[src/rtl/bp_be_dcache_port_arbiter_if.sv]
// Request/response bundle between the mem pipe, the PTW, the D$ and the port arbiter.
// The arbiter connects through the slave modport; the requesters and the D$ side use the master modport.
interface bp_be_dcache_port_arbiter_if
  #(parameter int pkt_width_p  = 81
  , parameter int ptag_width_p = 28
  );

    logic                    flush;

    logic                    pipe_v;
    logic [pkt_width_p-1:0]  pipe_pkt;
    logic                    pipe_grant;
    logic [ptag_width_p-1:0] pipe_ptag;
    logic                    pipe_ptag_v;
    logic                    pipe_early_v;

    logic                    ptw_v;
    logic [pkt_width_p-1:0]  ptw_pkt;
    logic                    ptw_grant;
    logic [ptag_width_p-1:0] ptw_ptag;
    logic                    ptw_ptag_v;
    logic                    ptw_lock;
    logic                    ptw_early_v;

    logic                    dcache_ready;
    logic                    dcache_v;
    logic [pkt_width_p-1:0]  dcache_pkt;
    logic [ptag_width_p-1:0] dcache_ptag;
    logic                    dcache_ptag_v;
    logic                    dcache_early_v;

    logic                    busy;

    modport slave
      (input  flush
     , input  pipe_v, pipe_pkt, pipe_ptag, pipe_ptag_v
     , output pipe_grant, pipe_early_v
     , input  ptw_v, ptw_pkt, ptw_ptag, ptw_ptag_v, ptw_lock
     , output ptw_grant, ptw_early_v
     , input  dcache_ready, dcache_early_v
     , output dcache_v, dcache_pkt, dcache_ptag, dcache_ptag_v
     , output busy
     );

    modport master
      (output flush
     , output pipe_v, pipe_pkt, pipe_ptag, pipe_ptag_v
     , input  pipe_grant, pipe_early_v
     , output ptw_v, ptw_pkt, ptw_ptag, ptw_ptag_v, ptw_lock
     , input  ptw_grant, ptw_early_v
     , output dcache_ready, dcache_early_v
     , input  dcache_v, dcache_pkt, dcache_ptag, dcache_ptag_v
     , input  busy
     );

endinterface

[src/rtl/bp_be_dcache_port_arbiter.sv]
// Shares the single D$ request port between the mem pipe and the PTW, tracking op ownership through mem1/mem2.
// Define BP_DCACHE_ARB_PERF_EN to add the grant and conflict performance counters.
module bp_be_dcache_port_arbiter
  #(parameter int page_offset_width_p = 12
  , parameter int dpath_width_p       = 64
  , parameter int ptag_width_p        = 28
  , parameter int opcode_width_p      = 5
  , parameter int starve_limit_p      = 8
  )
   (input  logic                           clk_i
  , input  logic                           reset_i
  , bp_be_dcache_port_arbiter_if.slave     arb_bus
`ifdef BP_DCACHE_ARB_PERF_EN
  , output logic [31:0]                    pipe_grants_o
  , output logic [31:0]                    ptw_grants_o
  , output logic [31:0]                    conflict_cycles_o
`endif
   );

    localparam int pkt_width_lp = opcode_width_p + page_offset_width_p + dpath_width_p;
    localparam logic [7:0] starve_limit_lp = 8'(starve_limit_p);

    logic [7:0] starve_cnt_r, starve_cnt_n;
    logic       mem1_v_r, mem1_own_r;
    logic       mem2_v_r, mem2_own_r;

    logic pipe_ok, starved;
    logic pipe_grant, ptw_grant;

    // A flushed pipe packet is never eligible, so a flush cannot leak a stale pipe op into mem1.
    assign pipe_ok = arb_bus.pipe_v & ~arb_bus.flush;
    assign starved = (starve_cnt_r == starve_limit_lp);

    always_comb begin
        pipe_grant = 1'b0;
        ptw_grant  = 1'b0;
        if (arb_bus.dcache_ready) begin
            if (arb_bus.ptw_lock) begin
                ptw_grant = arb_bus.ptw_v;
            end else if (starved & pipe_ok) begin
                pipe_grant = 1'b1;
            end else if (arb_bus.ptw_v) begin
                ptw_grant = 1'b1;
            end else begin
                pipe_grant = pipe_ok;
            end
        end
    end

    assign arb_bus.pipe_grant = pipe_grant;
    assign arb_bus.ptw_grant  = ptw_grant;
    assign arb_bus.dcache_v   = pipe_grant | ptw_grant;

    logic [pkt_width_lp-1:0] pipe_pkt_li, ptw_pkt_li;
    assign pipe_pkt_li        = arb_bus.pipe_pkt;
    assign ptw_pkt_li         = arb_bus.ptw_pkt;
    assign arb_bus.dcache_pkt = ptw_grant ? ptw_pkt_li : pipe_pkt_li;

    // Pipe losses only count while the pipe could have been served; a lock freezes the count.
    always_comb begin
        starve_cnt_n = starve_cnt_r;
        if (pipe_grant) begin
            starve_cnt_n = 8'd0;
        end else if (arb_bus.pipe_v & ~arb_bus.ptw_lock & arb_bus.dcache_ready
                     & ptw_grant & ~starved) begin
            starve_cnt_n = starve_cnt_r + 8'd1;
        end
    end

    always_ff @(posedge clk_i) begin
        if (reset_i) begin
            starve_cnt_r <= 8'd0;
            mem1_v_r     <= 1'b0;
            mem1_own_r   <= 1'b0;
            mem2_v_r     <= 1'b0;
            mem2_own_r   <= 1'b0;
        end else begin
            starve_cnt_r <= starve_cnt_n;
            mem1_v_r     <= pipe_grant | ptw_grant;
            mem1_own_r   <= ptw_grant;
            mem2_v_r     <= mem1_v_r & ~(arb_bus.flush & ~mem1_own_r);
            mem2_own_r   <= mem1_own_r;
        end
    end

    logic [ptag_width_p-1:0] pipe_ptag_li, ptw_ptag_li;
    assign pipe_ptag_li = arb_bus.pipe_ptag;
    assign ptw_ptag_li  = arb_bus.ptw_ptag;

    always_comb begin
        arb_bus.dcache_ptag   = '0;
        arb_bus.dcache_ptag_v = 1'b0;
        if (mem1_v_r) begin
            if (mem1_own_r) begin
                arb_bus.dcache_ptag   = ptw_ptag_li;
                arb_bus.dcache_ptag_v = arb_bus.ptw_ptag_v;
            end else begin
                arb_bus.dcache_ptag   = pipe_ptag_li;
                arb_bus.dcache_ptag_v = arb_bus.pipe_ptag_v & ~arb_bus.flush;
            end
        end
    end

    assign arb_bus.pipe_early_v = arb_bus.dcache_early_v & mem2_v_r & ~mem2_own_r;
    assign arb_bus.ptw_early_v  = arb_bus.dcache_early_v & mem2_v_r &  mem2_own_r;
    assign arb_bus.busy         = mem1_v_r | mem2_v_r;

`ifdef BP_DCACHE_ARB_PERF_EN
    always_ff @(posedge clk_i) begin
        if (reset_i) begin
            pipe_grants_o     <= 32'd0;
            ptw_grants_o      <= 32'd0;
            conflict_cycles_o <= 32'd0;
        end else begin
            pipe_grants_o     <= pipe_grants_o + 32'(pipe_grant);
            ptw_grants_o      <= ptw_grants_o + 32'(ptw_grant);
            conflict_cycles_o <= conflict_cycles_o
                                 + 32'(arb_bus.pipe_v & arb_bus.ptw_v & arb_bus.dcache_ready);
        end
    end
`endif

endmodule

[src/flat_wrapper.sv]
// flat-port wrapper written by rule: the top's interface ports become plain ports
module bp_be_dcache_port_arbiter_flat 
#(parameter int page_offset_width_p = 12
  , parameter int dpath_width_p       = 64
  , parameter int ptag_width_p        = 28
  , parameter int opcode_width_p      = 5
  , parameter int starve_limit_p      = 8
  )
  (clk_i, reset_i, arb_bus_flush, arb_bus_pipe_v, arb_bus_pipe_pkt, arb_bus_pipe_ptag, arb_bus_pipe_ptag_v, arb_bus_pipe_grant, arb_bus_pipe_early_v, arb_bus_ptw_v, arb_bus_ptw_pkt, arb_bus_ptw_ptag, arb_bus_ptw_ptag_v, arb_bus_ptw_lock, arb_bus_ptw_grant, arb_bus_ptw_early_v, arb_bus_dcache_ready, arb_bus_dcache_early_v, arb_bus_dcache_v, arb_bus_dcache_pkt, arb_bus_dcache_ptag, arb_bus_dcache_ptag_v, arb_bus_busy);
  bp_be_dcache_port_arbiter_if #(.pkt_width_p(((5) + (12) + (64))), .ptag_width_p(ptag_width_p)) arb_bus_i ();
  input  logic clk_i;
  input  logic reset_i;
  input wire logic [$bits(arb_bus_i.flush)-1:0] arb_bus_flush;
  input wire logic [$bits(arb_bus_i.pipe_v)-1:0] arb_bus_pipe_v;
  input wire logic [$bits(arb_bus_i.pipe_pkt)-1:0] arb_bus_pipe_pkt;
  input wire logic [$bits(arb_bus_i.pipe_ptag)-1:0] arb_bus_pipe_ptag;
  input wire logic [$bits(arb_bus_i.pipe_ptag_v)-1:0] arb_bus_pipe_ptag_v;
  output wire logic [$bits(arb_bus_i.pipe_grant)-1:0] arb_bus_pipe_grant;
  output wire logic [$bits(arb_bus_i.pipe_early_v)-1:0] arb_bus_pipe_early_v;
  input wire logic [$bits(arb_bus_i.ptw_v)-1:0] arb_bus_ptw_v;
  input wire logic [$bits(arb_bus_i.ptw_pkt)-1:0] arb_bus_ptw_pkt;
  input wire logic [$bits(arb_bus_i.ptw_ptag)-1:0] arb_bus_ptw_ptag;
  input wire logic [$bits(arb_bus_i.ptw_ptag_v)-1:0] arb_bus_ptw_ptag_v;
  input wire logic [$bits(arb_bus_i.ptw_lock)-1:0] arb_bus_ptw_lock;
  output wire logic [$bits(arb_bus_i.ptw_grant)-1:0] arb_bus_ptw_grant;
  output wire logic [$bits(arb_bus_i.ptw_early_v)-1:0] arb_bus_ptw_early_v;
  input wire logic [$bits(arb_bus_i.dcache_ready)-1:0] arb_bus_dcache_ready;
  input wire logic [$bits(arb_bus_i.dcache_early_v)-1:0] arb_bus_dcache_early_v;
  output wire logic [$bits(arb_bus_i.dcache_v)-1:0] arb_bus_dcache_v;
  output wire logic [$bits(arb_bus_i.dcache_pkt)-1:0] arb_bus_dcache_pkt;
  output wire logic [$bits(arb_bus_i.dcache_ptag)-1:0] arb_bus_dcache_ptag;
  output wire logic [$bits(arb_bus_i.dcache_ptag_v)-1:0] arb_bus_dcache_ptag_v;
  output wire logic [$bits(arb_bus_i.busy)-1:0] arb_bus_busy;
  assign arb_bus_i.flush = arb_bus_flush;
  assign arb_bus_i.pipe_v = arb_bus_pipe_v;
  assign arb_bus_i.pipe_pkt = arb_bus_pipe_pkt;
  assign arb_bus_i.pipe_ptag = arb_bus_pipe_ptag;
  assign arb_bus_i.pipe_ptag_v = arb_bus_pipe_ptag_v;
  assign arb_bus_pipe_grant = arb_bus_i.pipe_grant;
  assign arb_bus_pipe_early_v = arb_bus_i.pipe_early_v;
  assign arb_bus_i.ptw_v = arb_bus_ptw_v;
  assign arb_bus_i.ptw_pkt = arb_bus_ptw_pkt;
  assign arb_bus_i.ptw_ptag = arb_bus_ptw_ptag;
  assign arb_bus_i.ptw_ptag_v = arb_bus_ptw_ptag_v;
  assign arb_bus_i.ptw_lock = arb_bus_ptw_lock;
  assign arb_bus_ptw_grant = arb_bus_i.ptw_grant;
  assign arb_bus_ptw_early_v = arb_bus_i.ptw_early_v;
  assign arb_bus_i.dcache_ready = arb_bus_dcache_ready;
  assign arb_bus_i.dcache_early_v = arb_bus_dcache_early_v;
  assign arb_bus_dcache_v = arb_bus_i.dcache_v;
  assign arb_bus_dcache_pkt = arb_bus_i.dcache_pkt;
  assign arb_bus_dcache_ptag = arb_bus_i.dcache_ptag;
  assign arb_bus_dcache_ptag_v = arb_bus_i.dcache_ptag_v;
  assign arb_bus_busy = arb_bus_i.busy;
  bp_be_dcache_port_arbiter #(.page_offset_width_p(page_offset_width_p), .dpath_width_p(dpath_width_p), .ptag_width_p(ptag_width_p), .opcode_width_p(opcode_width_p), .starve_limit_p(starve_limit_p)) u_core (.clk_i(clk_i), .reset_i(reset_i), .arb_bus(arb_bus_i));
endmodule
[config.mk]
export PLATFORM = sky130hd
export DESIGN_NAME = bp_be_dcache_port_arbiter_flat
export DESIGN_NICKNAME = d
export VERILOG_FILES = /design/src/rtl/bp_be_dcache_port_arbiter_if.sv /design/src/rtl/bp_be_dcache_port_arbiter.sv /design/src/flat_wrapper.sv
export SDC_FILE = /design/constraint.sdc
export NUM_CORES = 1
export LEC_CHECK = 0
export ABC_AREA = 0
export CORE_AREA = 2 2 135 137
export CTS_CLUSTER_DIAMETER = 50
export DETAILED_ROUTE_END_ITERATION = 12
export DIE_AREA = 0 0 137 139
export PLACE_DENSITY_LB_ADDON = 0.3
export SYNTH_ARGS = -nofsm -noshare
export SYNTH_HDL_FRONTEND = slang
export SYNTH_SLANG_ARGS = --single-unit
[constraint.sdc]
create_clock -name clk_i -period 2.41 [get_ports clk_i]
set_input_delay 0.723 -clock clk_i [delete_from_list [all_inputs] [get_ports clk_i]]
set_output_delay 0.723 -clock clk_i [all_outputs]
set_load 0.01 [all_outputs]
==> Word-level counts from Yosys, hierarchy flattened <==
Index checks and enable logic that the tools add are counted.
{ "op_classes": {"n_eq_ne": 1, "reduce_logical": 1, "mux": 13, "n_addsub": 1, "bitwise_logic": 20} }
{ "op_table": {"columns": ["operator", "count"], "rows": [
  ["$mux 81", 1],
  ["$mux 28", 2],
  ["$and 1x1->1", 12],
  ["$mux 1", 10],
  ["$add 8x1->8 const B", 1],
  ["$eq 8x4->1 const B", 1],
  ["$not 1->1", 6],
  ["$or 1x1->1", 2],
  ["$reduce_or 2->1", 1]
]} }
{ "word_totals": {"in_bits": 228, "out_inout_bits": 116, "register_bits": 12, "word_cells": 41} }

==> Depth between registers and ports, before layout <==
Gate-level depths: netlist (run 1).
{ "depth": {"ltp_word": 8, "mapped_depth": 7, "depth_no_buf": 6} }

==> Worst setup path before layout (run 1) <==
Ideal clock, no wire load.
{ "synth_timing": {"path_kind": "input to output", "start": "in arb_bus_flush", "end": "out arb_bus_dcache_pkt[10]", "t_required_ns": 1.687, "t_arrival_ns": 1.783, "cell_stages": 5, "setup_slack_ns": -0.096, "n_path_buf": 2, "path_cell_list": "nor3b_1 -> a31oi_1 -> buf_6 -> buf_6 -> mux2_4"} }
{ "synth_via": {"elab_chain_cells": 7} }
{ "synth_rtl": {"columns": ["element", "line", "source"], "rows": [
  ["start, declared", "flat_wrapper.sv:13", "input wire logic [$bits(arb_bus_i.flush)-1:0] arb_bus_flush;"],
  ["$not 1->1", "bp_be_dcache_port_arbiter.sv:31", "assign pipe_ok = arb_bus.pipe_v & ~arb_bus.flush;"],
  ["$and 1x1->1", "bp_be_dcache_port_arbiter.sv:31", null],
  ["$and 1x1->1", "bp_be_dcache_port_arbiter.sv:40", "end else if (starved & pipe_ok) begin"],
  ["$mux 1", "bp_be_dcache_port_arbiter.sv:40", null],
  ["$mux 1", "bp_be_dcache_port_arbiter.sv:38", "if (arb_bus.ptw_lock) begin"],
  ["$mux 1", "bp_be_dcache_port_arbiter.sv:37", "if (arb_bus.dcache_ready) begin"],
  ["$mux 81", "bp_be_dcache_port_arbiter.sv:57", "assign arb_bus.dcache_pkt = ptw_grant ? ptw_pkt_li : pipe_pkt_li;"],
  ["end, declared", "flat_wrapper.sv:30", "output wire logic [$bits(arb_bus_i.dcache_pkt)-1:0] arb_bus_dcache_pkt;"]
]} }
No other way between the ends.

==> Worst setup path after layout (run 1) <==
{ "layout_timing": {"start": "in arb_bus_flush", "end": "out arb_bus_dcache_pkt[8]"} }
Same word-level chain as after synthesis.

==> impl_metrics.env, run 1 <==
export IMPL_ys_seq_area_share_pct=10.17
export IMPL_tns_ps=-34210
export IMPL_start_kind="input pin"
export IMPL_worst_ep_required_time_ps=1690
export IMPL_routed_wirelength_mm=13.27
export IMPL_portBuffers=343
export IMPL_clk_latency_ps=240
export IMPL_grt_max_degree=31
export IMPL_min_period_ps=2925
export IMPL_stdcell_count=829
export IMPL_n_fill_cell=1698
export IMPL_min_path_cells=1
export IMPL_reg2reg_depth=9
export IMPL_endpoint_kind="output port"
export IMPL_period_share_pct=121.4
export IMPL_antenna_found_initial=3
export IMPL_io_pins=344
export IMPL_synth_net_count=450
export IMPL_maxSlewViolCount=0
export IMPL_postSynthAreaPerCell_um2=10.74
export IMPL_tritoncts="built"
export IMPL_p_leak_nw=2.885
export IMPL_drtIter0Drc=66
export IMPL_ys_ff_latch=12
export IMPL_tightest_slew_ps=308.5
export IMPL_synth_top_cell_area_share_pct=44.49
export IMPL_cp_cell_sequence="buf_8, nor3b_4, a31oi_4, buf_12, buf_12, buf_12, buf_16, mux2_4, buf_6"
export IMPL_violations="negative setup slack"
export IMPL_die_area_mm2=0.01904
export IMPL_crit_type="in2out"
export IMPL_clkTransAtPathRegs_ps=40
export IMPL_path_buf_inv=6
export IMPL_grt_setup_unrepaired="yes"
export IMPL_synth_main_ff_cell="dfxtp_1"
export IMPL_path_depth=9
export IMPL_status="complete, but fails checks"
export IMPL_synth_edf_count=0
export IMPL_max_vdd_ir_drop_v=0.0001970
export IMPL_synthArstFlopShare_pct=0
export IMPL_yosys_top_cells_area="mux2_4, mux2i_1, dfxtp_1"
export IMPL_cts_htree_levels=1
export IMPL_synthCells=220
export IMPL_cts_hold_buffers_added=0
export IMPL_cp_slowest_stage_delay_ps=300
export IMPL_crit_family="buffers and inverters"
export IMPL_hold_viol=0
export IMPL_cts_buffer_depth=2
export IMPL_skew_ps=1.036
export IMPL_postRouteAntennaNets=0
export IMPL_relSlewSlack_pct=79.34
export IMPL_setup_viol=82
export IMPL_slowest_stage="mux2_4"
export IMPL_synth_common_cells="mux2_4, nor2b_1, mux2i_1"
export IMPL_drtPass1Iterations=4
export IMPL_dp_hpwl_mm=11.51
export IMPL_grt_pass1_vias=3329
export IMPL_drc=0
export IMPL_dieWidth_um=137
export IMPL_synth_most_common_cell="mux2_4"
export IMPL_area_delta_synth_final_pct=183.6
export IMPL_place_congestion=0.8208
export IMPL_cts_root_buffer="clkbuf_16"
export IMPL_setup_ws_ps=-514.8
export IMPL_fin_util_pct=37.94
export IMPL_overflow=0
export IMPL_vias_per_cell=3.802
export IMPL_hold_slack_ps=471.6
export IMPL_crit_top_cell="buf_12"
export IMPL_nets=828
export IMPL_wl_per_cell_um=16.00
export IMPL_drv_cap=0
export IMPL_synth_area_mm2=0.002362
export IMPL_synth_largest_area_cell="mux2_4"
export IMPL_yosys_warnings=0
export IMPL_cp_max_fo=8
export IMPL_ys_types=33
export IMPL_hp_class="reg2reg"
export IMPL_track_usage_pct=12.88
export IMPL_fmax_mhz=341.9
export IMPL_r2r_slack_ps=720
export IMPL_cts_buffers=3
export IMPL_vias=3152
export IMPL_power_density_mw_per_mm2=248.0
export IMPL_arrival_ps=2200
export IMPL_num_rows=49
export IMPL_start_util_pct=13.38
export IMPL_die_height_um=139
export IMPL_clock_sinks=12
export IMPL_core_area_mm2=0.01766
export IMPL_drive_gt1_share_pct=40.03
export IMPL_grt_pass1_wl_mm=19.04
export IMPL_place_inst=808
-- cells by family after synthesis --
| group | after synthesis | share of synthesized area [%] |
|---|---|---|
| AO/OA/AOI/OAI | 8 | 2.172 |
| XOR/XNOR | 6 | 2.225 |
| adder cells (fa/ha/maj) | 2 | 1.059 |
| buffers and inverters | 19 | 5.720 |
| flip-flops | 12 | 10.17 |
| multiplexers | 110 | 62.02 |
| AND/OR/NAND/NOR | 63 | 16.63 |
-- registers in the layout, indices dropped and copies added, names as in the netlist --
signal	flops
u_core.mem1_own_r	1
u_core.starve_cnt_r	8
u_core.mem2_v_r	1
u_core.mem1_v_r	1
u_core.mem2_own_r	1
-- metal layers --
metal | routed length, um | global-route usage [%]
met5 | 0 | 0
met4 | 185 | 2.225
met3 | 1126 | 2.449
met2 | 6949 | 24.40
met1 | 5004 | 14.87
-- worst register-to-register path, stage by stage (launching register included) --
cell,delay [ps]
dfxtp_1,300
inv_1,50
ha_1,130
nor4b_4,280
a31oi_4,160
buf_12,160
buf_6,130
buf_6,120
buf_4,130
nor2b_1,120
-- layout make-up --
class                   count  area (um2)  area share (%)
diodes                      3       7.507          0.1121
clock buffers               4       88.84           1.326
inverters                   3       11.26          0.1681
multi-input cells         189        2023           30.20
flip-flops and latches     12       241.5           3.605
well taps                 229       286.5           4.277
repair buffers            389        4040           60.31
-- path summary, 6_finish.rpt --
check / start / end
max: arb_bus_flush / arb_bus_dcache_pkt[8]
min: u_core.mem1_v_r / u_core.mem2_v_r
max reg2reg: u_core.starve_cnt_r[0] / u_core.mem1_own_r
min reg2reg: u_core.mem1_v_r / u_core.mem2_v_r
-- metrics by stage --
step / power, W / worst slack, ps / cell area [um2]
final: 0.001661 / -514.8 / 6699
after floorplan: 0.0005653 / -26.22 / 2377
after CTS: 0.001688 / -538.5 / 6765
after detailed placement: 0.001249 / -1121 / 6289
after global routing: 0.001741 / -566.7 / 6696
after global placement: 0.001243 / -1061 / 6289
-- what timing repair did --
action                                  CTS  global route
gates resized for setup                 505            36
cloned                                    5             0
setup buffers                            10             1
endpoints found under the hold margin     0             0
pin swaps                                 2             1
endpoints found under the setup margin  115           103
-- where the power goes --
group | leakage, nW | internal (W) | switching (W)
Combinational | 2.74 | 0.000791 | 0.000328
Sequential | 0.0976 | 0.000202 | 0.00000307
Clock | 0.0442 | 0.000250 | 0.0000860
Total | 2.89 | 0.00124 | 0.000418
-- cell usage in the layout, fill, tap and decap left out, types with 3 or more instances in the layout --
cell             Yosys  layout
inv_1                3       3
buf_12               0       7
dlygate4sd2_1        0      11
xor2_1               3       3
dfxtp_1             12      11
buf_2                3       4
nor2_1              10      10
mux2_4              70      72
diode_2              0       3
xnor2_1              3       3
mux2_2              11       9
mux2i_1             29      29
clkdlybuf4s50_1      0     223
clkdlybuf4s15_1      0       8
nand4_1              3       3
clkbuf_2             0      11
buf_8                0       7
buf_16               0       4
nor2b_1             33      33
buf_6                8      90
clkbuf_16            0       3
buf_4                0      22
Power figures use the tool's default switching activity.
==> run 2: changes to the inputs <==
--- a/config.mk
+++ b/config.mk
@@ -10,7 +10,9 @@
 export CTS_CLUSTER_DIAMETER = 50
 export DETAILED_ROUTE_END_ITERATION = 12
 export DIE_AREA = 0 0 137 139
+export GPL_TIMING_DRIVEN = 0
 export PLACE_DENSITY_LB_ADDON = 0.3
 export SYNTH_ARGS = -nofsm -noshare
 export SYNTH_HDL_FRONTEND = slang
 export SYNTH_SLANG_ARGS = --single-unit
+export TNS_END_PERCENT = 30
==> impl_metrics.env, run 2 (synthesis results as in run 1) <==
export IMPL_cp_slowest_stage_delay_ps=300
export IMPL_grt_pass1_wl_mm=19.61
export IMPL_drc=0
export IMPL_violations="negative setup slack"
export IMPL_postRouteAntennaNets=0
export IMPL_cp_cell_sequence="buf_8, nor3b_4, a31oi_4, buf_12, buf_16, clkbuf_16, mux2_4, buf_6"
export IMPL_pwr_share_comb_pct=67.8
export IMPL_path_depth=8
export IMPL_clk_latency_ps=240
export IMPL_power_density_mw_per_mm2=249.5
export IMPL_endpoint_kind="output port"
export IMPL_cp_max_fo=7
export IMPL_critPathCapture="arb_bus_dcache_pkt[31]"
export IMPL_status="complete, but fails checks"
export IMPL_grt_pass1_vias=3372
export IMPL_switching_share_pct=25.24
export IMPL_reg2reg_depth=7
export IMPL_path_buf_inv=5
export IMPL_crit_type="in2out"
export IMPL_tightest_slew_ps=624.0
export IMPL_nets=817
export IMPL_start_util_pct=13.38
export IMPL_portBuffers=343
export IMPL_crit_family="buffers and inverters"
export IMPL_power_frac_seq_pct=12.2
export IMPL_place_congestion=0.8220
export IMPL_max_vdd_ir_drop_v=0.0001799
export IMPL_p_total_w=0.001654
export IMPL_core_area_mm2=0.01766
export IMPL_fmax_mhz=355.2
export IMPL_clkTransAtPathRegs_ps=40
export IMPL_antenna_found_initial=3
export IMPL_fin_util_pct=37.54
export IMPL_seq_area_um2=247.7
export IMPL_vias_per_cell=3.814
export IMPL_drtPass1Iterations=4
export IMPL_grt_max_degree=11
export IMPL_num_rows=49
export IMPL_die_height_um=139
export IMPL_clockPowerShare_pct=20.0
export IMPL_hold_viol=0
export IMPL_grt_setup_unrepaired="yes"
export IMPL_hold_slack_ps=575.7
export IMPL_crit_path_start="arb_bus_flush"
export IMPL_cts_buffer_depth=2
export IMPL_worst_ep_required_time_ps=1690
export IMPL_setup_viol=82
export IMPL_die_area_mm2=0.01904
export IMPL_min_period_ps=2815
export IMPL_area_delta_synth_final_pct=180.6
export IMPL_r2r_slack_ps=530
export IMPL_vias=3120
export IMPL_setup_ws_ps=-405.3
export IMPL_post_place_ws_ps=-1248
export IMPL_overflow=0
export IMPL_dp_hpwl_mm=11.51
export IMPL_intPower_w=0.001236
export IMPL_drtIter0Drc=54
export IMPL_cts_root_buffer="clkbuf_16"
export IMPL_largest_reg_flops=8
export IMPL_layout_commonest_cell="clkdlybuf4s50_1"
export IMPL_wl_per_cell_um=16.59
export IMPL_cts_htree_levels=1
export IMPL_routed_wirelength_mm=13.57
export IMPL_slowest_stage="mux2_4"
export IMPL_io_pins=344
export IMPL_cts_buffers=3
export IMPL_tns_ps=-29840
export IMPL_p_switching_w=0.0004174
export IMPL_drive_gt1_share_pct=39.42
export IMPL_period_share_pct=116.8
export IMPL_track_usage_pct=13.17
export IMPL_worst_r2r_endpoint="u_core.starve_cnt_r[5]"
export IMPL_p_leak_nw=2.823
export IMPL_clock_sinks=12
export IMPL_multi_input_area_mm2=0.002034
export IMPL_n_fill_cell=1721
export IMPL_arrival_ps=2090
export IMPL_maxSlewViolCount=0
export IMPL_skew_ps=3.072
export IMPL_relSlewSlack_pct=58.31
export IMPL_r2r_start="u_core.starve_cnt_r[1]"
export IMPL_final_cell_mix="clkdlybuf4s50_1, buf_6, mux2_4"
export IMPL_start_kind="input pin"
export IMPL_tritoncts="built"
export IMPL_hp_class="reg2reg"
export IMPL_regMostFlops="u_core.starve_cnt_r"
export IMPL_drv_cap=0
export IMPL_dieWidth_um=137
-- run 2: cell types whose count changed in the layout (fill, tap and decap cells not counted), moves of 3 or more --
cell,delta
buf_12,+3
buf_4,-11
buf_6,-6
buf_8,-4
clkbuf_1,+3
clkbuf_2,+3
-- run 2: how the worst min path moves through the flow --
stage,cells after the start,slack (ps),endpoint,startpoint
after CTS,2,580,u_core.starve_cnt_r[7],u_core.starve_cnt_r[7]
after floorplan,2,520,u_core.starve_cnt_r[2],u_core.starve_cnt_r[2]
after global routing,2,600,u_core.starve_cnt_r[7],u_core.starve_cnt_r[7]
after global placement,2,550,u_core.starve_cnt_r[7],u_core.starve_cnt_r[7]
after detailed placement,2,570,u_core.starve_cnt_r[7],u_core.starve_cnt_r[7]
final,2,580,u_core.starve_cnt_r[7],u_core.starve_cnt_r[7]
-- run 2: cell type report --
cell class / count / share of cell area, %
Antenna cell: 3 / 0.1133
Buffer: 16 / 3.285
Clock buffer: 4 / 1.340
Inverter: 3 / 0.1699
Multi-Input combinational cell: 189 / 30.70
Sequential cell: 12 / 3.738
Tap cell: 229 / 4.323
Timing Repair Buffer: 362 / 56.33
-- run 2: power by group through the flow --
| stage | Clock (W) | Sequential [W] | Combinational (W) |
|---|---|---|---|
| after floorplan | 0 | 0.000207 | 0.000358 |
| after detailed placement | 0 | 0.000209 | 0.00102 |
| after global routing | 0.000347 | 0.000203 | 0.00119 |
| after global placement | 0 | 0.000208 | 0.00102 |
| after CTS | 0.000338 | 0.000202 | 0.00112 |
| final | 0.000330 | 0.000202 | 0.00112 |
-- run 2: worst min-delay path: stages (launching register included) --
cell	delay (ps)
dfxtp_1	340
xnor2_1	160
nor2_1	40
-- run 2: stage by stage --
| stage | instance area, um2 | std cells |
|---|---|---|
| 6_report | 6628 | 818 |
| 5_1_grt | 6623 | 816 |
| 4_1_cts | 6621 | 815 |
| 3_5_place_dp | 6097 | 792 |
| 3_3_place_gp | 6097 | 792 |
| 2_1_floorplan | 2377 | 220 |
-- run 2: repair_timing --
action / 4_1_cts / 5_1_grt
setup buffers: 12 / 2
hold buffers: 0 / 0
endpoints found under the setup margin: 115 / 109
pin swaps: 3 / 3
resized for setup: 508 / 58
endpoints found under the hold margin: 0 / 0
gates cloned: 7 / 2
-- run 2: per-layer routing --
metal | up-vias | GRT usage [%] | share of wire [%]
met1 | 1398 | 13.97 | 36
li1 | 1528 | - | -
met2 | 184 | 25.69 | 53
met3 | 10 | 3.655 | 9.9
met4 | 0 | 2.116 | 1.1
met5 | - | 0 | 0
